## config.mk

```make
export PLATFORM = sky130hd
export DESIGN_NAME = audio_mixer
export DESIGN_NICKNAME = d
export VERILOG_FILES = /design/src/rtl/audio_mixer.sv
export SDC_FILE = /design/constraint.sdc
export NUM_CORES = 1
export LEC_CHECK = 0
export ABC_AREA = 0
export CORE_UTILIZATION = 30
export CTS_BUF_LIST = sky130_fd_sc_hd__clkbuf_4 sky130_fd_sc_hd__clkbuf_8
export DETAILED_ROUTE_END_ITERATION = 16
export GPL_ROUTABILITY_DRIVEN = 0
export PLACE_DENSITY_LB_ADDON = 0.2
export REMOVE_ABC_BUFFERS = 1
export SETUP_SLACK_MARGIN = 0.2
export SKIP_LAST_GASP = 1
export SYNTH_ARGS = -nofsm -noshare
export SYNTH_HDL_FRONTEND = slang
export SYNTH_SLANG_ARGS = --single-unit
```

## constraint.sdc

```tcl
create_clock -name iSCLK -period 21.6 [get_ports iSCLK]
set_input_delay 4.32 -clock iSCLK [delete_from_list [all_inputs] [get_ports iSCLK]]
set_output_delay 4.32 -clock iSCLK [all_outputs]
set_load 0.05 [all_outputs]
```

## src/rtl/audio_mixer.sv

```systemverilog
// Multi-channel PCM mixer: fetches one sample per channel, applies per-channel
// gain with optional fade-out, sums, saturates and writes the result to a FIFO.
module audio_mixer #(
  parameter int pChNum    = 3,
  parameter int pBitDepth = 16,
  parameter int pVolWidth = 8,
  parameter int pFadeDec  = 1
) (
  input  logic                           iSCLK,
  input  logic                           iSRST,
  input  logic                           iEn,
  input  logic [pChNum*pBitDepth-1:0]    iChRd,
  input  logic [pChNum-1:0]              iChRvd,
  output logic [pChNum-1:0]              oChRe,
  input  logic [pChNum*pVolWidth-1:0]    iVol,
  input  logic [pChNum-1:0]              iFadeReq,
  output logic [pChNum-1:0]              oFadeDone,
  output logic signed [pBitDepth-1:0]    oWd,
  output logic                           oWe,
  input  logic                           iFull,
  input  logic                           iAlert,
  output logic                           oClip,
  input  logic                           iClipClr,
  output logic                           oBusy
);

  localparam int AccW  = pBitDepth + 2 + $clog2(pChNum);
  localparam int ProdW = pBitDepth + pVolWidth + 1;
  localparam int IdxW  = (pChNum > 1) ? $clog2(pChNum) : 1;
  localparam logic [IdxW-1:0]        LastIdx = IdxW'(pChNum - 1);
  localparam logic [pVolWidth-1:0]   FadeDec = pVolWidth'(pFadeDec);
  localparam logic signed [AccW-1:0] SatMax  = {{(AccW-pBitDepth+1){1'b0}}, {(pBitDepth-1){1'b1}}};
  localparam logic signed [AccW-1:0] SatMin  = ~SatMax;

  localparam logic [2:0] S_IDLE = 3'd0;
  localparam logic [2:0] S_REQ  = 3'd1;
  localparam logic [2:0] S_CAP  = 3'd2;
  localparam logic [2:0] S_ACC  = 3'd3;
  localparam logic [2:0] S_OUT  = 3'd4;

  logic [2:0]                  state_q, state_d;
  logic [IdxW-1:0]             idx_q;
  logic signed [AccW-1:0]      acc_q;
  logic signed [pBitDepth-1:0] smp_q [pChNum];
  logic [pVolWidth-1:0]        gain_q [pChNum];
  logic signed [pBitDepth-1:0] wd_q;
  logic                        we_q;
  logic                        clip_q;
  logic [pChNum-1:0]           done_q;
  logic                        wr;

  // Gain of 128 is unity, so the product is scaled down by 2^7 with floor rounding.
  function automatic logic signed [AccW-1:0] scale(input logic signed [pBitDepth-1:0] s,
                                                   input logic [pVolWidth-1:0] g);
    logic signed [ProdW-1:0] p;
    p = s * $signed({1'b0, g});
    return AccW'(p >>> 7);
  endfunction

  function automatic logic sat_hit(input logic signed [AccW-1:0] a);
    return (a > SatMax) || (a < SatMin);
  endfunction

  function automatic logic signed [pBitDepth-1:0] sat_val(input logic signed [AccW-1:0] a);
    if (a > SatMax)      return SatMax[pBitDepth-1:0];
    else if (a < SatMin) return SatMin[pBitDepth-1:0];
    else                 return a[pBitDepth-1:0];
  endfunction

  function automatic logic [pVolWidth-1:0] fade_next(input logic [pVolWidth-1:0] g);
    return (g >= FadeDec) ? g - FadeDec : '0;
  endfunction

  assign wr        = (state_q == S_OUT) && !iFull;
  assign oChRe     = {pChNum{state_q == S_REQ}};
  assign oBusy     = (state_q != S_IDLE);
  assign oWd       = wd_q;
  assign oWe       = we_q;
  assign oClip     = clip_q;
  assign oFadeDone = done_q;

  // OUT chains straight into REQ when enabled so back-to-back samples take 3+pChNum cycles.
  always_comb begin
    state_d = state_q;
    case (state_q)
      S_IDLE:  if (iEn && !iAlert) state_d = S_REQ;
      S_REQ:   state_d = S_CAP;
      S_CAP:   state_d = S_ACC;
      S_ACC:   if (idx_q == LastIdx) state_d = S_OUT;
      S_OUT:   if (!iFull) state_d = (iEn && !iAlert) ? S_REQ : S_IDLE;
      default: state_d = S_IDLE;
    endcase
  end

  always_ff @(posedge iSCLK or posedge iSRST) begin
    if (iSRST) begin
      state_q <= S_IDLE;
      idx_q   <= '0;
      acc_q   <= '0;
      wd_q    <= '0;
      we_q    <= 1'b0;
      clip_q  <= 1'b0;
      done_q  <= '0;
      for (int x = 0; x < pChNum; x++) gain_q[x] <= '0;
    end else begin
      state_q <= state_d;
      we_q    <= wr;
      done_q  <= '0;
      if (iClipClr) clip_q <= 1'b0;
      if (wr && sat_hit(acc_q)) clip_q <= 1'b1;
      if (state_q == S_CAP) begin
        acc_q <= '0;
        idx_q <= '0;
        for (int x = 0; x < pChNum; x++)
          if (!iFadeReq[x]) gain_q[x] <= iVol[x*pVolWidth +: pVolWidth];
      end
      if (state_q == S_ACC) begin
        acc_q <= acc_q + scale(smp_q[idx_q], gain_q[idx_q]);
        idx_q <= idx_q + 1'b1;
      end
      if (wr) begin
        wd_q <= sat_val(acc_q);
        for (int x = 0; x < pChNum; x++)
          if (iFadeReq[x]) begin
            gain_q[x] <= fade_next(gain_q[x]);
            done_q[x] <= (gain_q[x] != '0) && (fade_next(gain_q[x]) == '0);
          end
      end
    end
  end

  // Sample holding registers carry data only; invalid channels are captured as silence.
  always_ff @(posedge iSCLK) begin
    if (state_q == S_CAP)
      for (int x = 0; x < pChNum; x++)
        smp_q[x] <= iChRvd[x] ? iChRd[x*pBitDepth +: pBitDepth] : '0;
  end

endmodule

```

==> Yosys cells after proc, flatten, opt, wreduce, memory -nomap -nowiden <==
Memory sizes are Yosys's and may differ from the RTL's.
Index checks and enable logic that the tools add are counted.
{ "op_classes": {"n_bitwise": 1, "n_div": 0, "n_mul": 1, "shift": 0, "n_reduce_logical": 20, "add_sub_neg": 5, "eq_ne": 8, "n_lt_le_gt_ge": 6, "mux": 36} }
{ "op_table": {"columns": ["op", "count"], "rows": [
  ["8-bit 2-to-1 mux", 11],
  ["16-bit 2-to-1 mux", 5],
  ["24-bit 2-to-1 mux", 2],
  ["20-bit 2-to-1 mux", 2],
  ["16-bit by 9-bit multiplier with 25-bit output", 1],
  ["8-bit by 1-bit greater-or-equal comparator with 1-bit output, second input constant", 3],
  ["8-bit logical NOT", 3],
  ["8-bit nonzero test", 3],
  ["8-bit by 1-bit subtractor with 8-bit output, second input constant", 3],
  ["20-bit by 18-bit adder with 20-bit output", 1],
  ["20-bit by 16-bit > comparator with 1-bit output, second input constant", 1],
  ["20-bit by 16-bit less-than comparator with 1-bit output, second input constant", 1],
  ["8-bit binary-select mux with 2-bit select", 1],
  ["3-bit case mux with 5 select lines", 1],
  ["3-bit 2-to-1 mux", 4],
  ["1-bit 2-to-1 mux", 8],
  ["3-bit by 2-bit == test with 1-bit output, second input constant", 2],
  ["1-bit logical AND", 6],
  ["2-bit inequality test, second input constant", 3],
  ["2-bit 2-to-1 mux", 2],
  ["2-bit nonzero test", 2],
  ["3-bit by 1-bit == test with 1-bit output, second input constant", 1],
  ["3-bit == test, second input constant", 1],
  ["3-bit greater-or-equal comparator, second input constant", 1],
  ["other kinds (8)", 9]
]} }
{ "word_totals": {"mem_bits_rw": 48, "romBits": 0, "out_inout_bits": 25, "latch_bits": 0, "elab_cells": 88, "register_bits": 70, "n_memories": 1, "input_bits": 84} }
{ "memory_table": {"columns": ["name", "depth", "width", "read_ports", "rd_ports_with_merged_regs", "wr", "line_no", "rtl"], "rows": [
  ["smp_q", 3, 16, 1, 0, 3, "44", "logic signed [pBitDepth-1:0] smp_q [pChNum];"]
]} }

==> Depth between registers and ports, before layout <==
Gate-level depths: netlist of run 1.
{ "depth": {"word_depth": 7, "ltp_mapped": 32, "mapped_depth_nobuf": 30} }

==> Worst setup path after synthesis of run 1 <==
OpenSTA, ideal clock, no wires.
{ "synth_timing": {"path_type": "register to register", "startpoint": "register idx_q[0]", "endpoint": "register acc_q[19]", "period_less_slack_ns": 7.378, "t_required_ns": 21.474, "t_arrival_ns": 7.252, "path_buffers": 3, "stages_incl_launch_ff": 33, "setup_ns": 0.126, "slack_ns": 14.222, "cell_sequence": "dfrtp_1 > buf_4 > and2b_1 > clkbuf_1 > nand2_1 > o21ai_1 > clkbuf_1 > nand2_1 > fa_1 > inv_1 > fa_1 > fa_1 > inv_1 > fa_1 > inv_1 > ha_1 > a211o_1 > a211oi_1 > and3b_1 > o2bb2ai_2 > o41ai_4 > o21bai_1 > a21oi_1 > xnor2_1 > ha_1 > a21oi_1 > o21ai_0 > nand3b_1 > or3b_1 > a41o_1 > nand3_1 > a211oi_2 > a311o_1"} }
{ "synth_between": {"elab_chain_cells": 7, "elab_cells_between_ends": 8, "classes_between": "add/sub: 1; mul: 1; mux: 4; bitwise: 1; memory: 1"} }
{ "synth_rtl": {"columns": ["element", "line_no", "rtl"], "rows": [
  ["from (decl)", "42", "logic [IdxW-1:0] idx_q;"],
  ["from (signal assigned)", "119", "idx_q <= idx_q + 1'b1;"],
  ["2-bit NOT with 3-bit output (implied by the code)", "118", "acc_q <= acc_q + scale(smp_q[idx_q], gain_q[idx_q]);"],
  ["8-bit binary-select mux with 2-bit select", "118", null],
  ["8-bit 2-to-1 mux (implied by the code) (2 in series)", "118", null],
  ["16-bit by 9-bit multiplier with 25-bit output (*)", "56", "p = s * $signed({1'b0, g});"],
  ["20-bit by 18-bit adder with 20-bit output (*)", "118", null],
  ["20-bit 2-to-1 mux (*)", "117", "if (state_q == S_ACC) begin"],
  ["to (signal assigned)", "118", null],
  ["to (decl)", "43", "logic signed [AccW-1:0] acc_q;"]
]} }
Every way passes the cells marked *; elsewhere a longest branch is shown, timed or not. The select of a mux whose other input is x is not followed.
A chain may end at the register's enable or synchronous reset.

==> Final worst setup path of run 1 <==
{ "layout_timing": {"startpoint": "register idx_q[1]", "endpoint": "register acc_q[19]"} }
Same word-level chain as after synthesis.

==> results.tsv, run 1 <==
metric	value	unit
Max Clock Freq	124.4	MHz
Layout Skew	0.01973	ns
Max-cap violations	0	
# nets final	1561	
worst-path fanout max	49	
row cnt	69	
I/O Pins	109	
Final ANT Viol Nets	0	
Tightest Pin Transition	1.100	ns
Total GRT Usage	14.19	%
area of the core	0.03591	sq mm
CTS Sinks	118	
drt pass-1 iters	5	
drt total wl	25870	um
most used cell, CP	fa_1	
flops & latches, synth	118	
Post-synth EDFFs	48	
area of the multi-input gates	0.007037	sq mm
Clock Tree Buf Depth	2	
CTS root buf	clkbuf_8	
clk_lat worst skew	0.46	ns
Area contributors post-synth	fa_1, dfrtp_1, edfxtp_1, ha_1, inv_1	
initial core utilization	30.73	%
Synth Flop Type	dfrtp_1	
crit path max-delay cell type	fa_1	
first-pass GRT wire length	42750	um
RSZ-0062 raised after global routing	false	
Setup TNS	0	ns
H-tree depth	4	
CTS Hold Bufs	0	
Worst setup EP type	register	
Async S/R FF share, synth	59.32	%
Reg clk slew, reported paths	0.09	ns
Syn Area/Cell	9.167	sq um
hold crit path type	reg -> reg	
dpl cells	1743	
post-synth top area cell	fa_1	
setup bufs post-CTS	0	
drt drc	0	
sequential share of the synthesized area	28.93	%
final count of hold timing violations	0	
initial antenna violation count	0	
chip width	193.8	um
fin. max-slew vios	0	
Req. time, crit path	21.93	ns
cts bufs inserted	17	
initial DRC count	401	
Finished Layout Cells	1775	
vias per std cell	4.703	
post-synth cell types	72	
final setup vio count	0	
IO Port Bufs	108	
number of global-route vias before repair	8309	
DR WL/cell	14.57	um
Area Growth Syn to Fin	18.13	%
element type at the critical path start	register	
vias	8348	
layout cells sized above 1	4.490	%
crit path kind	reg -> reg	
Final min period	8.036	ns
Core Util, Final	36.30	%
area of all placed cells without fillers	0.01304	sq mm
placed cell area	0.01261	sq mm
warnings from Yosys	0	
die height	193.8	um
Syn Inst Count	1204	
register area	0.003193	sq mm
dpl hpwl	20980	um
status	completed	
CTS resizes	0	
die area	0.03756	sq mm
area of the mapped netlist	0.01104	sq mm
Filler cells	3718	
CTS tree	built	
post-synth top area share	18.50	%
pin count of the biggest net entering global routing	50	
Worst EP arrival	8.37	ns
Slew HR	26.07	%
critical path's largest stage delay	0.59	ns
aggregate global routing overflow	0	
Diodes inserted	0	
period utilisation layout	37.20	%
==> cell families after synthesis <==
kind of cell,share of synthesized area (%)
AND/OR/NAND/NOR,17.34
AO/OA/AOI/OAI,13.91
buffers and inverters,7.380
adder cells (fa/ha/maj),26.89
flip-flops,28.93
XOR/XNOR,2.698
multiplexers,2.845
==> critical path: cells and delay by family (launching register included) <==
kind	cells	cell delay [ns]
flops	1	0.33
simple gates	6	1.43
xor+xnor	1	0.14
buf+inv	3	0.49
fa+ha+maj	6	2.74
compound gates	12	2.76
==> layer usage <==
metal  part of all wire (%)  global-route usage [%]  wire length, um
met4                    1.4                   4.207              354
met2                     45                   22.42            11530
met3                    2.6                   2.105              673
met5                      0                       0                0
met1                     51                   20.02            13310
==> cells in the mapped netlist, types with 3 or more instances <==
| cell | n |
|---|---|
| a211o_1 | 3 |
| a211oi_1 | 5 |
| a21o_1 | 12 |
| a21oi_1 | 39 |
| a221o_1 | 14 |
| a22o_1 | 9 |
| a31oi_1 | 4 |
| and2_1 | 51 |
| and3_1 | 6 |
| buf_4 | 3 |
| clkbuf_1 | 35 |
| dfrtp_1 | 70 |
| edfxtp_1 | 48 |
| fa_1 | 102 |
| ha_1 | 74 |
| inv_1 | 170 |
| mux2i_1 | 28 |
| nand2_1 | 151 |
| nand2b_1 | 15 |
| nand3_1 | 9 |
| nand4_1 | 9 |
| nor2_1 | 90 |
| nor2b_1 | 15 |
| nor3_1 | 21 |
| nor4_1 | 6 |
| o211ai_1 | 6 |
| o21a_1 | 13 |
| o21ai_0 | 69 |
| o21ai_1 | 19 |
| o21bai_1 | 4 |
| o22ai_1 | 5 |
| o31ai_1 | 5 |
| o41ai_1 | 4 |
| or3_1 | 9 |
| or4_1 | 3 |
| xnor2_1 | 28 |
| xor2_1 | 6 |
==> state kept, by name, summed over array words and instances (netlist names), 2 cells and up <==
name and count:
smp_q 48, gain_q 24, acc_q 20, oWd 16
oFadeDone 3, state_q 3, idx_q 2
==> cells in the final DEF, fill, tap and decap left out, types with 11 or more instances in the layout <==
| cell type | instances |
|---|---|
| a21oi_1 | 39 |
| mux2i_1 | 28 |
| ha_1 | 74 |
| xnor2_1 | 28 |
| clkbuf_8 | 17 |
| nor2b_1 | 15 |
| nand2_1 | 151 |
| dfrtp_1 | 70 |
| a21o_1 | 12 |
| o21ai_1 | 19 |
| edfxtp_1 | 48 |
| nor3_1 | 21 |
| buf_4 | 11 |
| a221o_1 | 14 |
| and2_1 | 51 |
| o21ai_0 | 69 |
| o21a_1 | 13 |
| nand2b_1 | 15 |
| nor2_1 | 89 |
| inv_1 | 169 |
| fa_1 | 102 |
| clkdlybuf4s50_1 | 108 |
==> path summary, 6_finish.rpt <==
check / from / depth (start not counted) / end / slack, ns
setup / recovery: idx_q[1]$_DFFE_PP0P_ / 28 / acc_q[19]$_DFFE_PP0P_ / 13.56
hold / removal: oWd[11]$_DFFE_PP0P_ / 2 / oWd[11]$_DFFE_PP0P_ / 0.48
setup reg to reg: idx_q[1]$_DFFE_PP0P_ / 28 / acc_q[19]$_DFFE_PP0P_ / 13.56
hold reg to reg: oWd[11]$_DFFE_PP0P_ / 2 / oWd[11]$_DFFE_PP0P_ / 0.48
max in group asynchronous: iSRST / 3 / gain_q[11]$_DFF_PP0_ / 16.30
min in group asynchronous: iSRST / 2 / oClip$_DFFE_PP0P_ / 4.30
==> cell type report <==
class | count | area share (%)
Clock inverter | 15 | 1.468
Clock buffer | 17 | 1.795
Timing Repair Buffer | 119 | 8.925
Tap cell | 461 | 4.424
Inverter | 171 | 4.923
Sequential cell | 118 | 24.49
Multi-Input combinational cell | 874 | 53.97
==> metrics by stage <==
| step | setup slack (ns) | hold WS, ns |
|---|---|---|
| 2_1_floorplan | 13.58 | 0.4666 |
| 3_3_place_gp | 13.72 | 0.4596 |
| 3_5_place_dp | 13.59 | 0.4691 |
| 4_1_cts | 13.53 | 0.4848 |
| 5_1_grt | 12.93 | 0.5102 |
| 6_report | 13.56 | 0.4767 |
Power of run 1 is not shown: default switching activity piles up to over one toggle a cycle in this logic, so the estimate is an artifact.
==> run 2, diff against run 1 <==
==> constraint.sdc (replaced) <==
create_clock -name iSCLK -period 7.95 [get_ports iSCLK]
set_input_delay 1.59 -clock iSCLK [delete_from_list [all_inputs] [get_ports iSCLK]]
set_output_delay 1.59 -clock iSCLK [all_outputs]
set_load 0.05 [all_outputs]
==> run 2 against run 1 <==
  * Global-route usage increased by 0.55 points
  * Critical path type unchanged
  * Die area unchanged
  * Clock skew is 0.0022 ns lower
  * Highest routed layer unchanged
  * Final cell count increased by 1.6%
==> results.tsv, run 2 (synthesized netlist as in run 1, its figures left out) <==
metric	value	unit	change
status	completed		
Finished Layout Cells	1804		+1.6%
Slew HR	15.88	%	-10 points
Clock Tree Buf Depth	2		unchanged
Req. time, crit path	8.29	ns	-13.64 ns
Max-cap violations	0		unchanged
number of global-route vias before repair	8669		+4.3%
CP startpoint	idx_q[1]$_DFFE_PP0P_		
Area Growth Syn to Fin	21.49	%	
cts bufs inserted	17		unchanged
clk_lat worst skew	0.47	ns	about the same
aggregate global routing overflow	0		unchanged
layout cells sized above 1	8.935	%	+4.4 points
Diodes inserted	0		unchanged
critical path's largest stage delay	0.55	ns	-0.04 ns
initial antenna violation count	1		+1
crit path to	acc_q[19]$_DFFE_PP0P_		
RSZ-0062 raised after global routing	false		
Max Clock Freq	134.5	MHz	+8.1%
drt pass-1 iters	5		unchanged
commonest non-fill, non-tap cell in the layout	inv_1		
Largest regs	smp_q (48), gain_q (24), acc_q (20)		
IO Port Bufs	108		unchanged
element type at the critical path start	register		
drt drc	0		unchanged
r2r startpoint	idx_q[1]$_DFFE_PP0P_		
fin. max-slew vios	0		unchanged
chip width	193.8	um	unchanged
die height	193.8	um	unchanged
Final ANT Viol Nets	0		unchanged
crit path max-delay cell type	fa_1		
DR WL/cell	15.01	um	+3.0%
initial core utilization	30.73	%	unchanged
worst reg-to-reg setup slack	0.51	ns	-13.05 ns
vias	8584		+2.8%
pin count of the biggest net entering global routing	71		+42%
Worst setup EP type	register		
period utilisation layout	93.53	%	+56 points
CTS Hold Bufs	0		unchanged
Worst EP arrival	7.78	ns	-0.59 ns
Reg-to-Reg End	acc_q[19]$_DFFE_PP0P_		
initial DRC count	366		-8.7%
first-pass GRT wire length	44340	um	+3.7%
Tightest Pin Transition	1.251	ns	+0.1506 ns
CTS root buf	clkbuf_8		
final count of hold timing violations	0		unchanged
hold crit path type	reg -> reg		
Final min period	7.436	ns	-0.6003 ns
vias per std cell	4.758		+1.2%
CTS tree	built		
worst-path fanout max	8		-84%
Layout Skew	0.01751	ns	-0.002218 ns
area of the core	0.03591	sq mm	unchanged
dpl cells	1748		+0.29%
R2R depth	30		+7.1%
final setup vio count	0		unchanged
Hold WS	0.4760	ns	-0.0006930 ns
row cnt	69		unchanged
max reg flops	48		unchanged
Biggest register	smp_q		
I/O Pins	109		unchanged
Total GRT Usage	14.74	%	+0.55 points
commonest non-fill, non-tap cells in the layout	inv_1, nand2_1, clkdlybuf4s50_1		
dpl hpwl	21090	um	+0.54%
die area	0.03756	sq mm	unchanged
H-tree depth	4		unchanged
CTS Sinks	118		unchanged
# nets final	1590		+1.9%
drt total wl	27080	um	+4.7%
most used cell, CP	fa_1		
crit path kind	reg -> reg		
Reg clk slew, reported paths	0.08	ns	about the same
run 2: changes by cell type in the layout (fill, tap and decap cells not counted), sizes merged:
cell           change
buf               +27
inv                -6
clkbuf             +2
clkinv             +2
clkinvlp           +2
and2b              +1
clkdlybuf4s15      +1
run 2: timing repair:
item                                    in CTS  in global routing
endpoints found under the setup margin       1                  6
cloned                                       0                  3
pin swaps                                    0                 11
gates resized for setup                      2                 50
buffers inserted                             0                 21
run 2: worst max-delay path: cells and delay by family, from the launching register on:
family / cells / cell delay, ns
muxes: 1 / 0.24
DFF: 1 / 0.49
xor gates and xnor gates: 1 / 0.08
adders and majority gates: 6 / 2.74
AOI/OAI and AO/OA: 12 / 2.20
buffers and inverters: 4 / 0.44
and+or+nand+nor: 6 / 1.09
run 2: cell type report:
type                       instances  area [sq um]
timing repair buffer             147          1411
multi-input combinational        875          7178
sequential                       118          3196
clock buffer                      19         249.0
tap                              461         576.8
fill                            3697         22510
clock inverter                    13         156.4
inverter                         171         641.9
run 2: how the worst min path moves through the flow:
stage	depth (start not counted)	from	end	slack, ns
final	2	oWd[11]$_DFFE_PP0P_	oWd[11]$_DFFE_PP0P_	0.48
after global routing	2	oWd[11]$_DFFE_PP0P_	oWd[11]$_DFFE_PP0P_	0.52
after CTS	2	oWd[11]$_DFFE_PP0P_	oWd[11]$_DFFE_PP0P_	0.49
after detailed placement	2	oWd[11]$_DFFE_PP0P_	oWd[11]$_DFFE_PP0P_	0.47
after global placement	2	oWd[11]$_DFFE_PP0P_	oWd[11]$_DFFE_PP0P_	0.46
after floorplan	2	acc_q[2]$_DFFE_PP0P_	acc_q[2]$_DFFE_PP0P_	0.47
run 2: per-stage QoR:
stage / TNS [ns] / util [%] / worst slack, ns / cell area, sq um
floorplan: -0.06980 / - / -0.06980 / 10860
global placement: 0 / 35.26 / 0.2747 / 12660
detailed placement: 0 / 35.26 / 0.09132 / 12660
CTS: 0 / 36.39 / 0.2090 / 13070
global route: 0 / 37.34 / 0.2116 / 13410
finish: 0 / 37.34 / 0.5145 / 13410
run 2: metal layers:
metal,wire [um],vias to the layer above,GRT usage (%)
met5,0,-,0
met4,408,0,4.474
met3,1044,24,2.887
met2,12290,184,23.17
met1,13340,4084,20.41
li1,-,4292,-
Power of run 2 is left out for the same reason.
